## config.mk

```make
export PLATFORM = sky130hd
export DESIGN_NAME = blowfish_round_sequencer
export DESIGN_NICKNAME = d
export VERILOG_FILES = /design/src/rtl/blowfish_pkg.sv /design/src/rtl/blowfish_p_rom.sv /design/src/rtl/blowfish_round_sequencer.sv
export SDC_FILE = /design/constraint.sdc
export NUM_CORES = 1
export LEC_CHECK = 0
export CORE_MARGIN = 2
export CORE_UTILIZATION = 49
export CTS_CLUSTER_DIAMETER = 150
export CTS_CLUSTER_SIZE = 25
export DETAILED_ROUTE_END_ITERATION = 10
export HOLD_SLACK_MARGIN = 0.15
export PLACE_DENSITY = 0.83
export SYNTH_ARGS = -nofsm -noshare
export SYNTH_HDL_FRONTEND = slang
export SYNTH_SLANG_ARGS = --single-unit
```

## constraint.sdc

```tcl
create_clock -name clk -period 3.2 [get_ports clk]
set_clock_uncertainty 0.15 [all_clocks]
set_input_delay 0.8 -clock clk [delete_from_list [all_inputs] [get_ports clk]]
set_output_delay 0.8 -clock clk [all_outputs]
set_load 0.05 [all_outputs]
```

## src/rtl/blowfish_pkg.sv

```systemverilog
// Shared Blowfish constants and the round-sequencer state encoding.
package blowfish_pkg;

    localparam int BLOCK_W    = 64;
    localparam int HALF_W     = 32;
    localparam int ROUNDS_DEF = 16;

    // Initial P-array: hexadecimal digits of pi.
    localparam logic [HALF_W-1:0] P_INIT [0:17] = '{
        32'h243f6a88, 32'h85a308d3, 32'h13198a2e, 32'h03707344,
        32'ha4093822, 32'h299f31d0, 32'h082efa98, 32'hec4e6c89,
        32'h452821e6, 32'h38d01377, 32'hbe5466cf, 32'h34e90c6c,
        32'hc0ac29b7, 32'hc97c50dd, 32'h3f84d5b5, 32'hb5470917,
        32'h9216d5d9, 32'h8979fb1b
    };

    typedef enum logic [2:0] {IDLE, LOADF, WAITF, FINAL, DONE} state_t;

endpackage

```

## src/rtl/blowfish_p_rom.sv

```systemverilog
// Combinational P-array lookup; indices above 17 read as zero.
module blowfish_p_rom
    import blowfish_pkg::*;
(
    input  logic [4:0]        idx,
    output logic [HALF_W-1:0] pVal
);

    always_comb begin
        pVal = '0;
        for (int k = 0; k < 18; k++)
            if (idx == 5'(k)) pVal = P_INIT[k];
    end

endmodule

```

## src/rtl/blowfish_round_sequencer.sv

```systemverilog
// Iterative Blowfish encryptor: 16 Feistel rounds time-sharing one external F unit.
module blowfish_round_sequencer
    import blowfish_pkg::*;
#(
    parameter int F_LAT  = 1,
    parameter int ROUNDS = ROUNDS_DEF
) (
    input  logic               clk,
    input  logic               rst,
    input  logic               in_valid,
    output logic               in_ready,
    input  logic [BLOCK_W-1:0] in_block,
    output logic               out_valid,
    input  logic               out_ready,
    output logic [BLOCK_W-1:0] out_block,
    output logic [HALF_W-1:0]  f_in,
    input  logic [HALF_W-1:0]  f_out,
    output logic               busy
);

    state_t            state;
    logic [HALF_W-1:0] l, r;
    logic [4:0]        idx;
    logic [1:0]        waitCnt;
    logic [HALF_W-1:0] pRound;
    logic [HALF_W-1:0] lWhite;

    blowfish_p_rom uRom (.idx(idx), .pVal(pRound));

    assign lWhite = l ^ pRound;

    always_ff @(posedge clk) begin
        if (!rst) begin
            state     <= IDLE;
            l         <= '0;
            r         <= '0;
            idx       <= '0;
            waitCnt   <= '0;
            f_in      <= '0;
            out_block <= '0;
            in_ready  <= 1'b1;
            out_valid <= 1'b0;
            busy      <= 1'b0;
        end else begin
            case (state)
                IDLE: if (in_valid) begin
                    l        <= in_block[63:32];
                    r        <= in_block[31:0];
                    idx      <= '0;
                    state    <= LOADF;
                    in_ready <= 1'b0;
                    busy     <= 1'b1;
                end
                LOADF: begin
                    l       <= lWhite;
                    f_in    <= lWhite;
                    waitCnt <= 2'(F_LAT - 1);
                    state   <= WAITF;
                end
                WAITF: begin
                    if (waitCnt != 2'd0) begin
                        waitCnt <= waitCnt - 2'd1;
                    end else begin
                        l   <= r ^ f_out;
                        r   <= l;
                        idx <= idx + 5'd1;
                        state <= (idx < 5'(ROUNDS - 1)) ? LOADF : FINAL;
                    end
                end
                // Registers still hold the swapped halves, so r is the true xL here.
                FINAL: begin
                    out_block <= {r ^ P_INIT[17], l ^ P_INIT[16]};
                    out_valid <= 1'b1;
                    state     <= DONE;
                end
                DONE: if (out_ready) begin
                    out_valid <= 1'b0;
                    in_ready  <= 1'b1;
                    busy      <= 1'b0;
                    state     <= IDLE;
                end
                default: state <= IDLE;
            endcase
        end
    end

endmodule

```

# Yosys cells after proc, flatten, opt, wreduce, memory -nomap -nowiden
# Cells that the tools add are included.
dict set report word_totals {
  reg_bits 173
  latch_bits 0
  ram_bits 0
  romBits 0
  memories 0
}
dict set report classes {
  addsub 2
  multipliers 0
  n_div 0
  n_lt_le_gt_ge 1
  eq_ne 25
  shifts 0
  mux 41
  bitwise_logic 4
  n_reduce_logical 14
}
# op n
set op_table {}
lappend op_table {{32-bit 2-to-1 mux} 21}
lappend op_table {{32-bit one-hot mux with 3 select lines} 1}
lappend op_table {{32-bit one-hot mux with 2 select lines} 1}
lappend op_table {{32-bit bitwise XOR} 2}
lappend op_table {{5-bit by 4-bit equality test with 1-bit output, second input constant} 8}
lappend op_table {{30-bit 2-to-1 mux} 1}
lappend op_table {{5-bit by 3-bit equality test with 1-bit output, second input constant} 4}
lappend op_table {{19-bit NOT} 1}
lappend op_table {{16-bit NOT} 1}
lappend op_table {{3-bit one-hot mux with 5 select lines} 1}
lappend op_table {{3-bit AND reduction} 4}
lappend op_table {{5-bit by 2-bit equality test with 1-bit output, second input constant} 2}
lappend op_table {{5-bit equality test, second input constant} 2}
lappend op_table {{5-bit 2-to-1 mux} 2}
lappend op_table {{5-bit one-hot mux with 2 select lines} 1}
lappend op_table {{2-bit nonzero test} 5}
lappend op_table {{3-bit 2-to-1 mux} 3}
lappend op_table {{2-bit != test, second input constant} 4}
lappend op_table {{3-bit by 2-bit equality test with 1-bit output, second input constant} 2}
lappend op_table {{1-bit one-hot mux with 2 select lines} 3}
lappend op_table {{5-bit by 1-bit adder with 5-bit output, second input constant} 1}
lappend op_table {{5-bit by 1-bit equality test with 1-bit output, second input constant} 1}
lappend op_table {{5-bit logical NOT} 1}
lappend op_table {{5-bit by 4-bit < comparator with 1-bit output, second input constant} 1}
lappend op_table {{9 further kinds} 14}

# Depth between registers and ports, before layout
# Gate-level depths: netlist of run 1.
dict set report logic_depth {
  depth_word 21
  mapped_depth 13
  mapped_depth_nobuf 10
}

# Hierarchy
# From an unflattened synthesis of run 1, not the netlist that was laid out.
dict set report unflattened {
  hier_cells 981
  hier_area_um2 8441.8
}
# module instances cells_per_inst area_each_um2 seq_area_each_um2
set by_module_without_submodules {}
lappend by_module_without_submodules {blowfish_round_sequencer 1 825 7573.5 3463.3}
lappend by_module_without_submodules {blowfish_p_rom 1 156 868.3 0.0}

# Worst setup path after synthesis of run 1
# OpenSTA, ideal clock, no wires.
dict set report synth_path {
  path_type {register to register}
  from {register idx[0]}
  to {register l[11]}
  setup_time_ps 138
  arrival_ps 2431
  path_slack_ps 481
  stages_incl_launch_ff 14
  synth_period_minus_slack_ps 2719
  cell_sequence {dfxtp_1 > ha_1 > buf_2 > buf_4 > inv_1 > nor2_1 > ha_1 > clkbuf_1 > clkbuf_1 > a21o_1 > a311oi_1 > o21ai_0 > mux2i_1 > o221ai_1}
}
dict set report synth_between {
  elab_chain_len 21
  word_cells_on_any_way 38
  cone_classes {eq/ne: 17; mux: 19; bitwise: 1; reduce/logical: 1}
}
# element line
set synth_rtl {}
lappend synth_rtl {{start: declaration} blowfish_round_sequencer.sv:23} ;# logic [4:0] idx;
lappend synth_rtl {{start signal: assignment} blowfish_round_sequencer.sv:66} ;# idx <= idx + 5'd1;
lappend synth_rtl {{5-bit logical NOT} blowfish_p_rom.sv:12} ;# if (idx == 5'(k)) pVal = P_INIT[k];
lappend synth_rtl {{30-bit 2-to-1 mux} blowfish_p_rom.sv:12}
lappend synth_rtl {{32-bit 2-to-1 mux (16 in a row)} blowfish_p_rom.sv:12}
lappend synth_rtl {{32-bit 2-to-1 mux *} blowfish_p_rom.sv:12}
lappend synth_rtl {{32-bit bitwise XOR *} blowfish_round_sequencer.sv:30} ;# assign lWhite = l ^ pRound;
lappend synth_rtl {{32-bit one-hot mux with 3 select lines *} blowfish_round_sequencer.sv:45} ;# case (state)
lappend synth_rtl {{end signal: assignment} blowfish_round_sequencer.sv:47} ;# l <= in_block[63:32];
lappend synth_rtl {{end signal: assignment} blowfish_round_sequencer.sv:55} ;# l <= lWhite;
lappend synth_rtl {{end signal: assignment} blowfish_round_sequencer.sv:64} ;# l <= r ^ f_out;
lappend synth_rtl {{end: declaration} blowfish_round_sequencer.sv:22} ;# logic [HALF_W-1:0] l, r;
# Every way passes the cells marked *; elsewhere a longest branch is shown, timed or not.
# A chain may end at the register's enable or synchronous reset.

# Final worst setup path of run 1
dict set report layout_path {
  from {register idx[0]}
  to {register l[6]}
}
dict set report layout_between {
  elab_chain_len 20
  word_cells_on_any_way 36
  cone_classes {eq/ne: 17; mux: 18; bitwise: 1}
}
# element line
set layout_rtl {}
lappend layout_rtl {{5-bit by 1-bit equality test with 1-bit output} blowfish_p_rom.sv:12}
lappend layout_rtl {{32-bit 2-to-1 mux (16 in a row)} blowfish_p_rom.sv:12}
lappend layout_rtl {{32-bit 2-to-1 mux *} blowfish_p_rom.sv:12}
lappend layout_rtl {{32-bit bitwise XOR *} blowfish_round_sequencer.sv:30}
lappend layout_rtl {{32-bit one-hot mux with 3 select lines *} blowfish_round_sequencer.sv:45}
# Marks and branches as above.

==> results of run 1 <==
[layer usage]
layer | vias up | track usage, % | part of all wire (%)
met2 | 686 | 59.6 | 47
met4 | 0 | 16.1 | 4.6
met1 | 4717 | 46.0 | 39
met3 | 108 | 7.21 | 10
li1 | 4536 | - | -
met5 | - | 0 | 0
[worst min-delay path by stage]
stage                         end  slack [ns]
detailed placement  out_block[23]        0.30
global placement         f_in[11]        0.28
finish              out_block[24]        0.32
CTS                 out_block[24]        0.31
floorplan           out_block[12]        0.30
global route        out_block[26]        0.33
[state kept, by name, indices dropped and copies added, names as in the netlist]
name,cells
waitCnt,2
r,32
out_valid,1
state,3
busy,1
out_block,64
l,32
f_in,32
idx,5
in_ready,1
[critical path, stage by stage, from the launching register on]
cell and delay, ns:
dfxtp_1 0.41, inv_1 0.12, ha_1 0.40, buf_4 0.25
nor3b_1 0.41, buf_4 0.18, o21ai_0 0.07, a31o_1 0.26
a21oi_1 0.22, o21ai_0 0.12, a31o_1 0.23
[logic make-up (layout without fill, tap and decap cells)]
logic type,Yosys count,count (layout),synth area share [%]
and+or+nand+nor,430,430,21.3
AOI/OAI and AO/OA,363,363,27.3
DFF,173,173,38.2
buffers and inverters,119,328,6.21
xor gates and xnor gates,53,53,5.12
muxes,10,10,1.14
adders and majority gates,6,6,0.827
[placed cells by master, fill, tap and decap left out, types with 19 or more instances in the layout]
master / instances
clkdlybuf4s50_1: 198
nand2_1: 187
dfxtp_1: 173
nor2_1: 129
a21oi_1: 87
buf_4: 79
o21ai_0: 59
xor2_1: 43
a311oi_1: 37
a211oi_1: 35
nand3_1: 19
[power groups by stage]
stage	logic, mW	registers (mW)	clock network [mW]
after floorplan	0.756	2.83	0
after global placement	1.54	2.69	0
after detailed placement	1.56	2.69	0
after CTS	1.58	2.65	2.09
after global routing	1.70	2.67	2.19
final	1.61	2.66	2.10
[area by class of cell]
| class | count | area share [%] |
|---|---|---|
| well taps | 229 | 2.35 |
| clock inverters | 15 | 1.45 |
| repair buffers | 285 | 22.4 |
| clock buffers | 17 | 3.49 |
| flip-flops and latches | 173 | 28.4 |
| inverters | 11 | 0.359 |
| multi-input cells | 862 | 41.6 |
[stage by stage]
stage	cell area, um^2	hold WS [ns]
floorplan	9070	0.304
global placement	11600	0.282
detailed placement	11600	0.297
CTS	12200	0.311
global route	12200	0.329
finish	12200	0.316
==> metrics.csv, run 1 <==
stage,metric,value,unit
detailed_routing,num_vias,10000,
layout,post_route_cells_drive_above_1_share,10.6,%
synth,netlist_area,9070,um^2
place,dp.cells,1560,
pwr,p_switching,2.24,mW
synth,synth_top_cells_by_count,"nand2_1, dfxtp_1, nor2_1, a21oi_1, o21ai_0",
pwr,switching_share,35.1,%
critical_path,ff2ff_setup_slack,0.29,ns
layout,fin_util,67.5,%
clock_network,cts.path.max_buffers,2,
pwr,ir_worst_vdd,0.467,mV
floorplanning,die-height,140,um
pwr,p_int,4.13,mW
layout,seq_area,3460,um^2
sta,finalSetupViolations,0,
synth,synth_edf_count,0,
critical_path,worstSetupStartpoint,idx[0],
outcome,status,finished with violations,
synth,synth_cell_types,87,
layout,antenna_cells,0,
critical_path,startpoint_type,register,
pwr,p_comb_share,25.2,%
place,post-place-ws,0.384,ns
clock_network,numCtsBuffers,17,
synth,ys_seq_elements,173,
detailed_routing,postRouteAntennaNets,0,
floorplanning,fp-row-count,49,
pwr,clockPowerShare,33.0,%
clock_network,root_buffer,clkbuf_16,
synth,synth_cells,1154,
synth,ys_top_cells_by_area,"dfxtp_1, nand2_1, nor2_1, a21oi_1, xor2_1",
sta,fmax,343,MHz
worst_hold_path,whs_path_depth,2,
clock_network,holdBufCountCts,0,
outcome,violations,design-rule violations,
synth,syn_nets,1260,
place,gp_congestion,1.06,
pwr,total_power,6.37,mW
floorplanning,dieArea,19600,um^2
synth,synth.yosys.seq_area_share,38.2,%
layout,syn_to_final_growth,34.5,%
clock_network,cts_resized,0,
critical_path,rr_endpoint,l[6],
sta,min_period_over_period,91.1,%
critical_path,cp.required,3.39,ns
flow_run,drv_cap,0,
synth,synth_ff_type,dfxtp_1,
place,dp.final_hpwl,26300,um
detailed_routing,first_pass_iters,11,
clock_network,cts_setup_buffers,0,
floorplanning,core_area,18100,um^2
synth,syn_area_per_cell,7.86,um^2
sta,slew_headroom,52.2,%
pwr,p_leak,4.64,nW
floorplanning,fp.dieW,140,um
worst_hold_path,hp-class,reg2reg,
clock_network,cts_tree,done,
critical_path,path_class,reg2reg,
synth,yosysTopAreaCellShare,38.2,%
floorplanning,io_pins,199,
synth,synth_warnings,0,
synth,async_reset_ff_share,0,%
detailed_routing,route.detailed.drc,17,
worst_hold_path,holdCritStartpoint,out_block[24],
grt,grt_pass1_wl,54800,um
clock_network,htreeDepth,4,
grt,overflow,0,
sta,finalHoldViolCount,0,
sta,tns,0,ns
detailed_routing,post_drt_via_cell_ratio,6.31,
pwr,seq_power_share,41.8,%
critical_path,critical_path_arrival,3.10,ns
place,numPortBuffers,198,
clock_network,clk_latency,0.45,ns
synth,yosysTopAreaCell,dfxtp_1,
critical_path,crit_end,l[6],
clock_network,clock-sinks,173,
sta,min_period,2.91,ns
floorplanning,initial_core_util,50.2,%
layout,nets,1456,
detailed_routing,wl_per_cell,22.9,um
sta,tightestPinTransition,0.710,ns
sta,rsz0062_at_grt,no,
grt,antenna_found_initial,0,
critical_path,crit_path_end_kind,register,
critical_path,r2r-start,idx[0],
clock_network,clkTransAtPathRegs,0.08,ns
detailed_routing,finalWirelength,36400,um
detailed_routing,first_iter_violations,1160,
critical_path,worstRegToRegCells,10,
grt,track_usage,36.1,%
sta,report.final.slew_viol_count,0,
layout,fillers,1436,
layout,multi_input_area,5080,um^2
layout,finalNonFillerCells,1592,
pwr,cellPowerDensity,522,nW/um^2
synth,yosysMostFrequentCell,nand2_1,
sta,fin_ws,0.285,ns
critical_path,path_max_fanout,11,
grt,grt_pass1_vias,9506,
grt,grt_max_degree,85,
(Power assumes the default switching activity.)
==> inputs of run 2 (changes only) <==
- SETUP_SLACK_MARGIN: unset -> 0.5
==> run 2 against run 1 <==
Against the previous run:
- the run still ends with design-rule violations left
- critical path depth decreased by 9
- combinational power about the same
- flip-flop and latch count unchanged
- routed wire length decreased by 4.2%
- sequential share of layout area about the same
- final cell count decreased by 0.88%
- clock power about the same
- total power about the same
- critical endpoint is now out_block[25]
==> metrics.csv, run 2 (synthesis gave the netlist of run 1 again) <==
stage,metric,value,unit
sta,report.final.slew_viol_count,0,
worst_hold_path,holdCritStartpoint,out_block[30],
clock_network,htreeDepth,4,
detailed_routing,postRouteAntennaNets,0,
critical_path,max_stage_delay,0.94,ns
critical_path,path_max_fanout,2,
sta,tns,0,ns
grt,overflow,0,
grt,antenna_found_initial,0,
critical_path,cpMaxStageDelayCell,clkdlybuf4s50_1,
pwr,ir_worst_vdd,0.440,mV
detailed_routing,num_vias,9837,
critical_path,crit_buf_inv,1,
detailed_routing,post_drt_via_cell_ratio,6.23,
sta,finalHoldViolCount,0,
detailed_routing,route.detailed.drc,17,
layout,multi_input_area,5200,um^2
layout,layout_commonest_cell,clkdlybuf4s50_1,
clock_network,root_buffer,clkbuf_16,
detailed_routing,finalWirelength,34900,um
clock_network,clk_latency,0.43,ns
critical_path,crit_path_end_kind,output pin,
layout,fin_util,67.6,%
pwr,cellPowerDensity,520,nW/um^2
critical_path,startpoint_type,register,
sta,tightestPinTransition,0.688,ns
critical_path,rr_endpoint,l[20],
detailed_routing,wl_per_cell,22.1,um
critical_path,cp.required,2.25,ns
clock_network,clock-sinks,173,
layout,finalNonFillerCells,1578,
worst_hold_path,whs_path_depth,2,
layout,seq_area,3470,um^2
critical_path,critical_path_arrival,1.72,ns
critical_path,ff2ff_setup_slack,0.56,ns
critical_path,worstRegToRegCells,10,
layout,top_register,out_block,
worst_hold_path,hp-class,reg2reg,
layout,nets,1442,
sta,fin_ws,0.533,ns
pwr,total_power,6.36,mW
sta,min_period,2.67,ns
critical_path,path_cells,clkdlybuf4s50_1,
pwr,p_leak,4.58,nW
floorplanning,dieArea,19600,um^2
critical_path,path_class,reg2out,
critical_path,r2r-start,idx[1],
clock_network,cts_tree,done,
place,dp.final_hpwl,25100,um
place,post-place-ws,0.337,ns
sta,min_period_over_period,83.4,%
layout,post_route_cells_drive_above_1_share,11.2,%
grt,grt_pass1_wl,52200,um
layout,fillers,1455,
floorplanning,fp.dieW,140,um
critical_path,path_delay_family,buffers and inverters,
floorplanning,die-height,140,um
flow_run,drv_cap,0,
detailed_routing,first_iter_violations,1204,
place,gp_congestion,0.967,
clock_network,cts.path.max_buffers,2,
floorplanning,io_pins,199,
layout,final_cell_mix,"clkdlybuf4s50_1, nand2_1, dfxtp_1",
grt,track_usage,34.3,%
floorplanning,initial_core_util,50.2,%
outcome,violations,design-rule violations,
clock_network,holdBufCountCts,0,
grt,grt_max_degree,113,
layout,antenna_cells,0,
sta,slew_headroom,54.0,%
place,placed_area,11500,um^2
clock_network,numCtsBuffers,17,
floorplanning,core_area,18100,um^2
clock_network,clkTransAtPathRegs,0.07,ns
worst_hold_path,hold_end,out_block[30],
floorplanning,fp-row-count,49,
sta,finalSetupViolations,0,
layout,fin_area,12200,um^2
outcome,status,finished with violations,
layout,largest_reg_flops,64,
detailed_routing,first_pass_iters,10,
place,numPortBuffers,198,
grt,grt_pass1_vias,9189,
layout,syn_to_final_growth,34.8,%
place,dp.cells,1544,
sta,rsz0062_at_grt,yes,
sta,fmax,375,MHz
sta,whs,0.307,ns
[run 2: worst max-delay path by stage]
stage | from | to | slack (ns) | cells after the start
CTS | idx[3] | l[8] | 0.50 | 7
floorplan | idx[0] | l[25] | 0.53 | 13
global placement | idx[0] | l[20] | 0.38 | 9
detailed placement | in_valid | r[12] | 0.34 | 7
global route | idx[1] | f_in[9] | 0.40 | 10
finish | out_block[25] | out_block[25] | 0.53 | 1
[run 2: metal layers]
metal	track usage, %	up-vias	routed length (um)
met5	0	-	0
met4	18.2	0	1960
met3	5.47	113	3070
met2	54.7	591	15900
met1	44.8	4645	13900
li1	-	4488	-
[run 2: repair_timing]
| item | 4_1_cts | 5_1_grt |
|---|---|---|
| gates resized for setup | 8 | 23 |
| pin swaps | 0 | 2 |
| gates cloned | 0 | 0 |
| setup endpoints to repair | 11 | 42 |
| buffers inserted | 0 | 2 |
| hold endpoints to repair | 0 | 0 |
[run 2: final cells by class]
cell class / instances / share of cell area, %
well taps: 229 / 2.34
clock inverters: 15 / 1.43
clock buffers: 17 / 3.48
inverters: 11 / 0.358
flip-flops and latches: 173 / 28.4
repair buffers: 271 / 21.5
multi-input cells: 862 / 42.5
[run 2: where the power goes]
group / leakage (nW) / internal [mW] / switching (mW)
clock: 0.291 / 1.11 / 0.986
sequential: 1.42 / 2.38 / 0.283
combinational: 2.87 / 0.645 / 0.960
total: 4.58 / 4.13 / 2.23
==> inputs of run 3 (changes only) <==
- clock period: 3.2 -> 2.68 ns (I/O delays scaled with it)
==> run 3 against run 2 <==
Against the previous run:
- the run still ends with design-rule violations left
- critical path depth increased by 10
- setup slack got worse by 0.35 ns
- cell area increased by 18%
- count of clock-buffer cells in the layout increased by 2
- sequential power increased by 20%
- global-route usage increased by 5.3 points
- combinational power increased by 38%
- die area unchanged
==> metrics.csv, run 3 (synthesis gave the netlist of run 1 again) <==
stage,metric,value,unit
floorplanning,die-height,140,um
pwr,ir_worst_vdd,0.538,mV
critical_path,ff2ff_setup_slack,0.18,ns
critical_path,cp.required,2.84,ns
detailed_routing,route.detailed.drc,17,
clock_network,numCtsBuffers,17,
grt,grt_pass1_wl,59800,um
sta,finalSetupViolations,0,
worst_hold_path,holdCritStartpoint,f_in[11],
sta,min_period,2.50,ns
worst_hold_path,hold_end,f_in[11],
detailed_routing,finalWirelength,41200,um
grt,track_usage,39.6,%
floorplanning,core_area,18100,um^2
worst_hold_path,hp-class,reg2reg,
layout,antenna_cells,0,
layout,largest_reg_flops,64,
pwr,p_comb_share,28.3,%
floorplanning,fp-row-count,49,
clock_network,holdBufCountCts,0,
detailed_routing,first_iter_violations,1251,
critical_path,rr_endpoint,l[12],
outcome,status,finished with violations,
clock_network,root_buffer,clkbuf_16,
floorplanning,initial_core_util,50.2,%
flow_run,drv_cap,0,
place,dp.final_hpwl,27600,um
pwr,total_power,7.81,mW
sta,finalHoldViolCount,0,
sta,fmax,401,MHz
detailed_routing,post_drt_via_cell_ratio,6.45,
detailed_routing,postRouteAntennaNets,0,
detailed_routing,wl_per_cell,24.1,um
critical_path,crit_path_end_kind,register,
layout,fillers,1162,
layout,nets,1573,
floorplanning,io_pins,199,
critical_path,critical_path_arrival,2.65,ns
clock_network,cts_tree,done,
clock_network,clk_latency,0.45,ns
floorplanning,dieArea,19600,um^2
critical_path,path_class,reg2reg,
pwr,p_int,5.01,mW
place,gp_congestion,1.04,
grt,antenna_found_initial,0,
layout,layout_commonest_cell,nand2_1,
outcome,violations,design-rule violations,
detailed_routing,num_vias,11000,
critical_path,startpoint_type,register,
clock_network,htreeDepth,4,
layout,post_route_cells_drive_above_1_share,29.3,%
clock_network,clkTransAtPathRegs,0.07,ns
grt,overflow,0,
sta,min_period_over_period,93.1,%
sta,rsz0062_at_grt,yes,
detailed_routing,first_pass_iters,11,
critical_path,r2r-start,idx[0],
critical_path,worstRegToRegCells,11,
grt,grt_max_degree,125,
worst_hold_path,whs_path_depth,2,
clock_network,cts.path.max_buffers,2,
pwr,seq_power_share,40.9,%
pwr,clockPowerShare,30.8,%
layout,syn_to_final_growth,59.4,%
sta,tns,0,ns
floorplanning,fp.dieW,140,um
sta,slew_headroom,57.8,%
layout,top_register,out_block,
sta,report.final.slew_viol_count,0,
pwr,switching_share,35.9,%
clock_network,clock-sinks,173,
layout,final_cell_mix,"nand2_1, dfxtp_1, buf_4",
grt,grt_pass1_vias,10200,
pwr,p_leak,5.85,nW
pwr,cellPowerDensity,540,nW/um^2
place,numPortBuffers,198,
pwr,p_switching,2.81,mW
layout,fin_util,80.0,%
sta,tightestPinTransition,0.626,ns
sta,whs,0.290,ns
critical_path,path_max_fanout,8,
run 3: how the worst max path moves through the flow:
stage | startpoint | to | depth (start not counted)
6_report | idx[0] | l[12] | 11
2_1_floorplan | idx[0] | l[25] | 13
3_5_place_dp | idx[1] | l[24] | 9
4_1_cts | idx[0] | l[24] | 9
3_3_place_gp | idx[2] | f_in[17] | 9
5_1_grt | idx[0] | l[12] | 11
run 3: per-layer routing:
layer	vias to the layer above	global-route usage (%)	wire length, um
met5	-	0	0
met4	0	23.8	2670
met3	188	8.31	4290
met2	871	63.1	19000
met1	5201	49.5	15300
li1	4767	-	-
run 3: final cells by class:
type                            count  area [um^2]  share of cell area, %
Tap cell                          229          287                   1.98
Clock buffer                       19          443                   3.06
Clock inverter                     13          124                  0.857
Multi-Input combinational cell    862         6150                   42.5
Timing Repair Buffer              402         3920                   27.1
Sequential cell                   173         3480                   24.1
Inverter                           11         53.8                  0.372
run 3: critical path: stages (launching register included):
cell and delay, ns:
dfxtp_4 0.38, buf_6 0.12, ha_4 0.18, buf_6 0.14, or2_4 0.23, buf_4 0.13
mux2_2 0.25, o211ai_1 0.15, buf_4 0.17, a2111oi_4 0.07, a31oi_2 0.23, o221ai_1 0.15
run 3: timing repair:
| item | CTS | global route |
|---|---|---|
| buffers inserted | 52 | 25 |
| gates resized for setup | 328 | 128 |
| cloned | 3 | 1 |
| pin swaps | 96 | 87 |
| setup endpoints to repair | 182 | 116 |
run 3: per-stage QoR:
step                      cell area, um^2  setup WS, ns  cells
after CTS                           13800         0.258   1683
after global placement              12000        0.0754   1596
after detailed placement            12000        0.0709   1596
after global routing                14500         0.158   1709
after floorplan                      9150         0.250   1154
final                               14500         0.184   1709
run 3: power groups by stage:
stage / clock [mW] / sequential (mW) / combinational [mW]
3_3_place_gp: 0 / 3.20 / 1.90
2_1_floorplan: 0 / 3.37 / 0.904
5_1_grt: 2.51 / 3.21 / 2.32
3_5_place_dp: 0 / 3.21 / 1.93
6_report: 2.40 / 3.19 / 2.21
4_1_cts: 2.40 / 3.16 / 2.01
